===== src/rtl/uint_dbl_pkg.sv =====
// Shared constants and the binary64 field layout for the unsigned-int to double converter.
package uint_dbl_pkg;

    localparam int DBL_BIAS   = 1023;
    localparam int DBL_EXP_W  = 11;
    localparam int DBL_FRAC_W = 52;
    localparam int INT_W      = 64;

    // Biased exponent of a value whose leading one sits at bit INT_W-1.
    localparam logic [DBL_EXP_W-1:0] EXP_TOP = DBL_EXP_W'(DBL_BIAS + INT_W - 1);

    typedef struct packed {
        logic                  sign;
        logic [DBL_EXP_W-1:0]  exp;
        logic [DBL_FRAC_W-1:0] frac;
    } dbl_t;

endpackage


===== src/rtl/clz64.sv =====
// Combinational 64-bit leading-zero counter; an all-zero input reports 0 and is
// handled by the caller's separate zero flag.
module clz64 (
    input  logic [63:0] value,
    output logic [5:0]  lz
);

    // Ascending scan so the highest set bit is the last (winning) assignment.
    always_comb begin
        lz = 6'd0;
        for (int i = 0; i < 64; i++) begin
            if (value[i]) begin
                lz = 6'(63 - i);
            end
        end
    end

endmodule


===== src/rtl/unsigned_int_to_double.sv =====
// Three-stage pipelined uint64 -> binary64 converter (round to nearest, ties to even).
// Optional valid sideband: define UNSIGNED_INT_TO_DOUBLE_VALID_EN to add a_valid/z_valid.
module unsigned_int_to_double
    import uint_dbl_pkg::*;
(
    input  logic             clk,
    input  logic             rst,
    input  logic [INT_W-1:0] a,
`ifdef UNSIGNED_INT_TO_DOUBLE_VALID_EN
    input  logic             a_valid,
    output logic             z_valid,
`endif
    output logic [63:0]      z
);

    logic             in_valid;
    logic             v1;
    logic             v2;
    logic [INT_W-1:0] a_q;
    logic [INT_W-1:0] norm_q;
    logic [5:0]       lz_q;
    logic             zero_q;
    logic [5:0]       lz_c;

`ifdef UNSIGNED_INT_TO_DOUBLE_VALID_EN
    assign in_valid = a_valid;
`else
    assign in_valid = 1'b1;
`endif

    clz64 u_clz (
        .value (a_q),
        .lz    (lz_c)
    );

    logic [DBL_FRAC_W-1:0] frac_c;
    logic                  guard_c;
    logic                  sticky_c;
    logic                  round_up_c;
    logic [DBL_FRAC_W:0]   frac_rnd_c;
    dbl_t                  res_c;

    // A carry out of the rounded fraction leaves its low bits all zero, so only the
    // exponent needs bumping.
    always_comb begin
        frac_c     = norm_q[62:11];
        guard_c    = norm_q[10];
        sticky_c   = |norm_q[9:0];
        round_up_c = guard_c && (sticky_c || frac_c[0]);
        frac_rnd_c = {1'b0, frac_c} + (DBL_FRAC_W+1)'(round_up_c);
        res_c.sign = 1'b0;
        res_c.exp  = EXP_TOP - {5'b0, lz_q} + {10'b0, frac_rnd_c[DBL_FRAC_W]};
        res_c.frac = frac_rnd_c[DBL_FRAC_W-1:0];
    end

    // Stages load only behind a valid slot so idle cycles leave the datapath quiet.
    always_ff @(posedge clk) begin
        if (rst) begin
            v1     <= 1'b0;
            v2     <= 1'b0;
            a_q    <= '0;
            norm_q <= '0;
            lz_q   <= '0;
            zero_q <= 1'b0;
            z      <= '0;
        end else begin
            v1 <= in_valid;
            v2 <= v1;
            if (in_valid) begin
                a_q <= a;
            end
            if (v1) begin
                lz_q   <= lz_c;
                norm_q <= a_q << lz_c;
                zero_q <= (a_q == '0);
            end
            if (v2) begin
                z <= zero_q ? 64'h0 : res_c;
            end
        end
    end

`ifdef UNSIGNED_INT_TO_DOUBLE_VALID_EN
    always_ff @(posedge clk) begin
        if (rst) begin
            z_valid <= 1'b0;
        end else begin
            z_valid <= v2;
        end
    end
`endif

endmodule


===== config.mk =====
export PLATFORM = sky130hd
export DESIGN_NAME = unsigned_int_to_double
export DESIGN_NICKNAME = d
export VERILOG_FILES = /design/src/rtl/uint_dbl_pkg.sv /design/src/rtl/clz64.sv /design/src/rtl/unsigned_int_to_double.sv
export SDC_FILE = /design/constraint.sdc
export NUM_CORES = 1
export LEC_CHECK = 0
export CAP_MARGIN = 20
export CORE_MARGIN = 2
export CORE_UTILIZATION = 40
export DETAILED_ROUTE_END_ITERATION = 7
export PLACE_DENSITY = 0.62
export SYNTH_ARGS = -nofsm -noshare
export SYNTH_HDL_FRONTEND = slang
export SYNTH_SLANG_ARGS = --single-unit

===== constraint.sdc =====
create_clock -name clk -period 7.05 [get_ports clk]
set_input_delay 1.41 -clock clk [delete_from_list [all_inputs] [get_ports clk]]
set_output_delay 1.41 -clock clk [all_outputs]
set_load 0.02 [all_outputs]

==> impl_metrics.toml <==
[worst_setup_path]
rr_startpoint = "a_q[13]$_SDFF_PP0_"
crit_chain = "nor4_1 > nand4_1 > nor3_1 > nor3_1 > nand2b_1 > nor2_1 > nand2_1 > a211oi_1 > a211o_1"
crit_arrival_ns = 4.89
crit_slowest_cell = "nor3_1"
crit_buf_inv = 0
crit_type = "reg -> reg"
r2r_slack_ns = 2.57
worst_setup_path_start_kind = "register"
worstSetupEndpointType = "register"
reg2reg_to = "norm_q[32]$_SDFFE_PP0P_"
rr_worst_depth = 9
cpMostUsedCell = "nor3_1"
cp_top_family = "simple AND/OR/NAND/NOR gates"
path_max_fanout = 19
cpPeakStageDelay_ns = 0.72
cp.required_ns = 7.46

[yosys]
avgSynthCellArea_um2 = 8.358
syn_area_mm2 = 0.01226
synth_seq_cells = 199
async_reset_ff_share_pct = 0
synth_ff_type = "dfxtp_1"
syn_inst = 1467
ys_seq_area_share_pct = 32.49
synth_cell_type_count = 91
syn_nets = 1536
synth-edff-count = 0
yosysWarnings = 0

[placement]
dpl.hpwl_um = 32750
io_buffers = 128
gp_congestion = 1.016

[power_and_ir_drop]
switching_share_pct = 36.43
internal_power_w = 0.002020
power_switching_w = 0.001157
max-vdd-ir-drop_uv = 179.5
p_seq_share_pct = 41.1
power.density_mw_per_mm2 = 222.5
combPwrFrac_pct = 26.8
power_leakage_nw = 5.077
power_w = 0.003177
clock_power_share_pct = 32.2

[drt]
vias = 11960
drt_iter0_drc = 1052
first_pass_iters = 7
avgViaCountPerCell = 6.191
ant_nets = 0
wl_um = 43820
wl_per_cell_um = 22.68
drc = 0

[sta]
slew_violations = 0
fin_crit_sh_pct = 63.57
setup_viol = 0
finalCriticalPeriod_ns = 4.482
timing.fmax_mhz = 223.1
slew_headroom_pct = 34.14
setup_tns_ns = 0
rsz0062_at_grt = "no"
hold_viol_final = 0
max_slew.worst_pin.slew_ns = 0.9868
worst_clock_skew_ns = 0.01657

[floorplan]
dieArea_mm2 = 0.03207
num_rows = 64
fp.dieH_um = 179.1
die_width_um = 179.1
io_pins = 130
start_util_pct = 40.40
core_area_mm2 = 0.03035

[clock_network]
numCtsBuffers = 17
tritoncts = "yes"
cts_buffer_depth = 2
cts.sinks = 199
cts_setup_buffers = 0
root_buffer = "clkbuf_16"
ctsResizeCount = 0
clkSlewWorstSetupHoldPaths_ns = 0.08
cts-htree-levels = 4
clkLatencyLatePin_ns = 0.46
hold_buffers = 0

[global_routing]
antenna_found_initial = 0
grt_max_degree = 66
grt_pass1_wl_um = 66670
grt_pass1_vias = 10910
grt_remaining_overflow = 0
grt_usage_pct = 27.41

[hold_path]
hold_path_end = "z[31]$_SDFFE_PP0P_"
hold-path-cell-count = 2
hold_path_class = "reg -> reg"
hp-start = "z[31]$_SDFFE_PP0P_"

[run]
cap_violations = 0

[final_layout]
layout-drive-gt1-share_pct = 9.245
diodes = 0
area_growth_pct = 16.48
nets = 1592

[outcome]
status = "finished clean"
## worst reg2reg max path: cells and delay by family, from the launching register on
| family | cells | cell delay, ns |
|---|---|---|
| compound gates | 2 | 0.76 |
| flops | 1 | 0.41 |
| simple gates | 7 | 3.27 |
## per-stage QoR
stage / utilization (%) / setup slack (ns) / hold slack, ns / instance area (um^2) / cells
global placement: 44.96 / 2.700 / 0.4362 / 13640 / 1899
global route: 47.06 / 2.355 / 0.4780 / 14280 / 1932
finish: 47.06 / 2.568 / 0.4544 / 14280 / 1932
detailed placement: 44.96 / 2.667 / 0.4418 / 13640 / 1899
CTS: 46.97 / 2.664 / 0.4610 / 14250 / 1931
floorplan: - / 3.889 / 0.4254 / 12260 / 1467
## logic make-up (layout without fill, tap and decap cells)
| logic type | Yosys count | after routing | share of synthesized area, % |
|---|---|---|---|
| AND/OR/NAND/NOR | 544 | 544 | 21.72 |
| AO/OA/AOI/OAI | 418 | 418 | 24.36 |
| flip-flops | 199 | 199 | 32.49 |
| buffers and inverters | 135 | 204 | 5.276 |
| multiplexers | 114 | 114 | 12.03 |
| XOR/XNOR | 53 | 53 | 3.786 |
| adder cells (fa/ha/maj) | 3 | 3 | 0.3062 |
| other | 1 | 1 | 0.03059 |
## worst max path at each step
stage                            start                       to  slack, ns  depth (start not counted)
2_1_floorplan  norm_q[14]$_SDFFE_PP0P_       z[56]$_SDFFE_PP0P_       3.89                         15
3_3_place_gp        a_q[13]$_SDFF_PP0_  norm_q[32]$_SDFFE_PP0P_       2.70                          9
3_5_place_dp        a_q[48]$_SDFF_PP0_  norm_q[48]$_SDFFE_PP0P_       2.67                         12
4_1_cts             a_q[49]$_SDFF_PP0_  norm_q[48]$_SDFFE_PP0P_       2.66                         12
5_1_grt        norm_q[14]$_SDFFE_PP0P_       z[56]$_SDFFE_PP0P_       2.35                         15
6_report            a_q[13]$_SDFF_PP0_  norm_q[32]$_SDFFE_PP0P_       2.57                          9
## state kept, by name, summed over array words and instances, names as in the netlist
| signal | cells |
|---|---|
| norm_q | 63 |
| v1 | 1 |
| v2 | 1 |
| z | 63 |
| lz_q | 6 |
| zero_q | 1 |
| a_q | 64 |
## power by group through the flow
stage | combinational, W | clock, W | sequential [W]
floorplan | 0.000582 | 0 | 0.00129
global placement | 0.000830 | 0 | 0.00133
detailed placement | 0.000828 | 0 | 0.00133
CTS | 0.000831 | 0.00105 | 0.00130
global route | 0.000905 | 0.00108 | 0.00131
finish | 0.000850 | 0.00102 | 0.00130
## Yosys cell counts, drive strengths merged (4+ instances only)
cell type	count	area, um^2
dfxtp	199	3984
nand2	157	596.8
o21ai	111	570.6
nor2	110	427.9
nor2b	73	456.7
mux2i	66	660.6
nand3	66	330.3
a21oi	65	340.3
clkbuf	62	232.7
a22oi	48	360.4
buf	48	320.3
nor3	41	215.2
nor4	28	187.7
o211ai	27	202.7
xor2	27	236.5
xnor2	26	227.7
inv	25	93.84
mux2	24	274.0
mux4	24	540.5
a22o	20	175.2
nand4	17	106.4
and3	16	100.1
a211oi	12	90.09
a31oi	12	81.33
and2	12	75.07
o22ai	12	87.58
a221oi	11	108.9
o221ai	11	96.34
a221o	10	100.1
a211o	9	78.83
a32oi	8	70.07
nand2b	7	43.79
a21o	6	45.04
o21a	6	52.55
o2111ai	5	50.04
or2	5	31.28
or4	5	41.29
a2111oi	4	66.32
a2bb2oi	4	41.29
o31a	4	35.03
o31ai	4	43.79
or3	4	25.02
## cell usage in the layout (no fill, tap or decap), types with 5 or more instances in the layout
master | netlist | routed
a211o_1 | 9 | 9
a211oi_1 | 12 | 12
a21o_1 | 6 | 6
a21oi_1 | 63 | 63
a221o_1 | 10 | 10
a221oi_1 | 9 | 9
a22o_1 | 20 | 20
a22oi_1 | 48 | 48
a31oi_1 | 11 | 10
a32oi_1 | 8 | 8
and2_1 | 12 | 12
and3_1 | 16 | 16
buf_4 | 4 | 19
clkbuf_16 | 0 | 17
clkdlybuf4s50_1 | 0 | 127
clkinv_8 | 0 | 5
dfxtp_1 | 199 | 199
inv_1 | 23 | 23
mux2_2 | 23 | 23
mux2i_1 | 66 | 66
mux4_2 | 24 | 24
nand2_1 | 156 | 156
nand2b_1 | 7 | 7
nand3_1 | 66 | 66
nand4_1 | 17 | 17
nor2_1 | 106 | 103
nor2_2 | 3 | 5
nor2b_1 | 73 | 73
nor3_1 | 39 | 39
nor4_1 | 26 | 26
o211ai_1 | 27 | 27
o21a_1 | 5 | 5
o21ai_0 | 95 | 95
o21ai_1 | 14 | 14
o221ai_1 | 11 | 11
o22ai_1 | 10 | 10
xnor2_1 | 26 | 26
xor2_1 | 27 | 27
## routing by layer
metal  up-vias  GRT usage [%]  share of wire [%]
li1       5564              -                  -
met1      5710          36.97                 44
met2       581          42.28                 45
met3       106          3.986                7.0
met4         0          14.53                4.9
met5         -              0                  0
## layout make-up
type / instances / area [um^2]
fillers: 3000 / 16070
multi-input cells: 1133 / 7657
flip-flops and latches: 199 / 3984
repair buffers: 147 / 1441
well taps: 396 / 495.5
clock buffers: 18 / 439.2
clock inverters: 14 / 170.2
inverters: 25 / 93.84
Note: power is estimated with default switching activity, not from simulation.
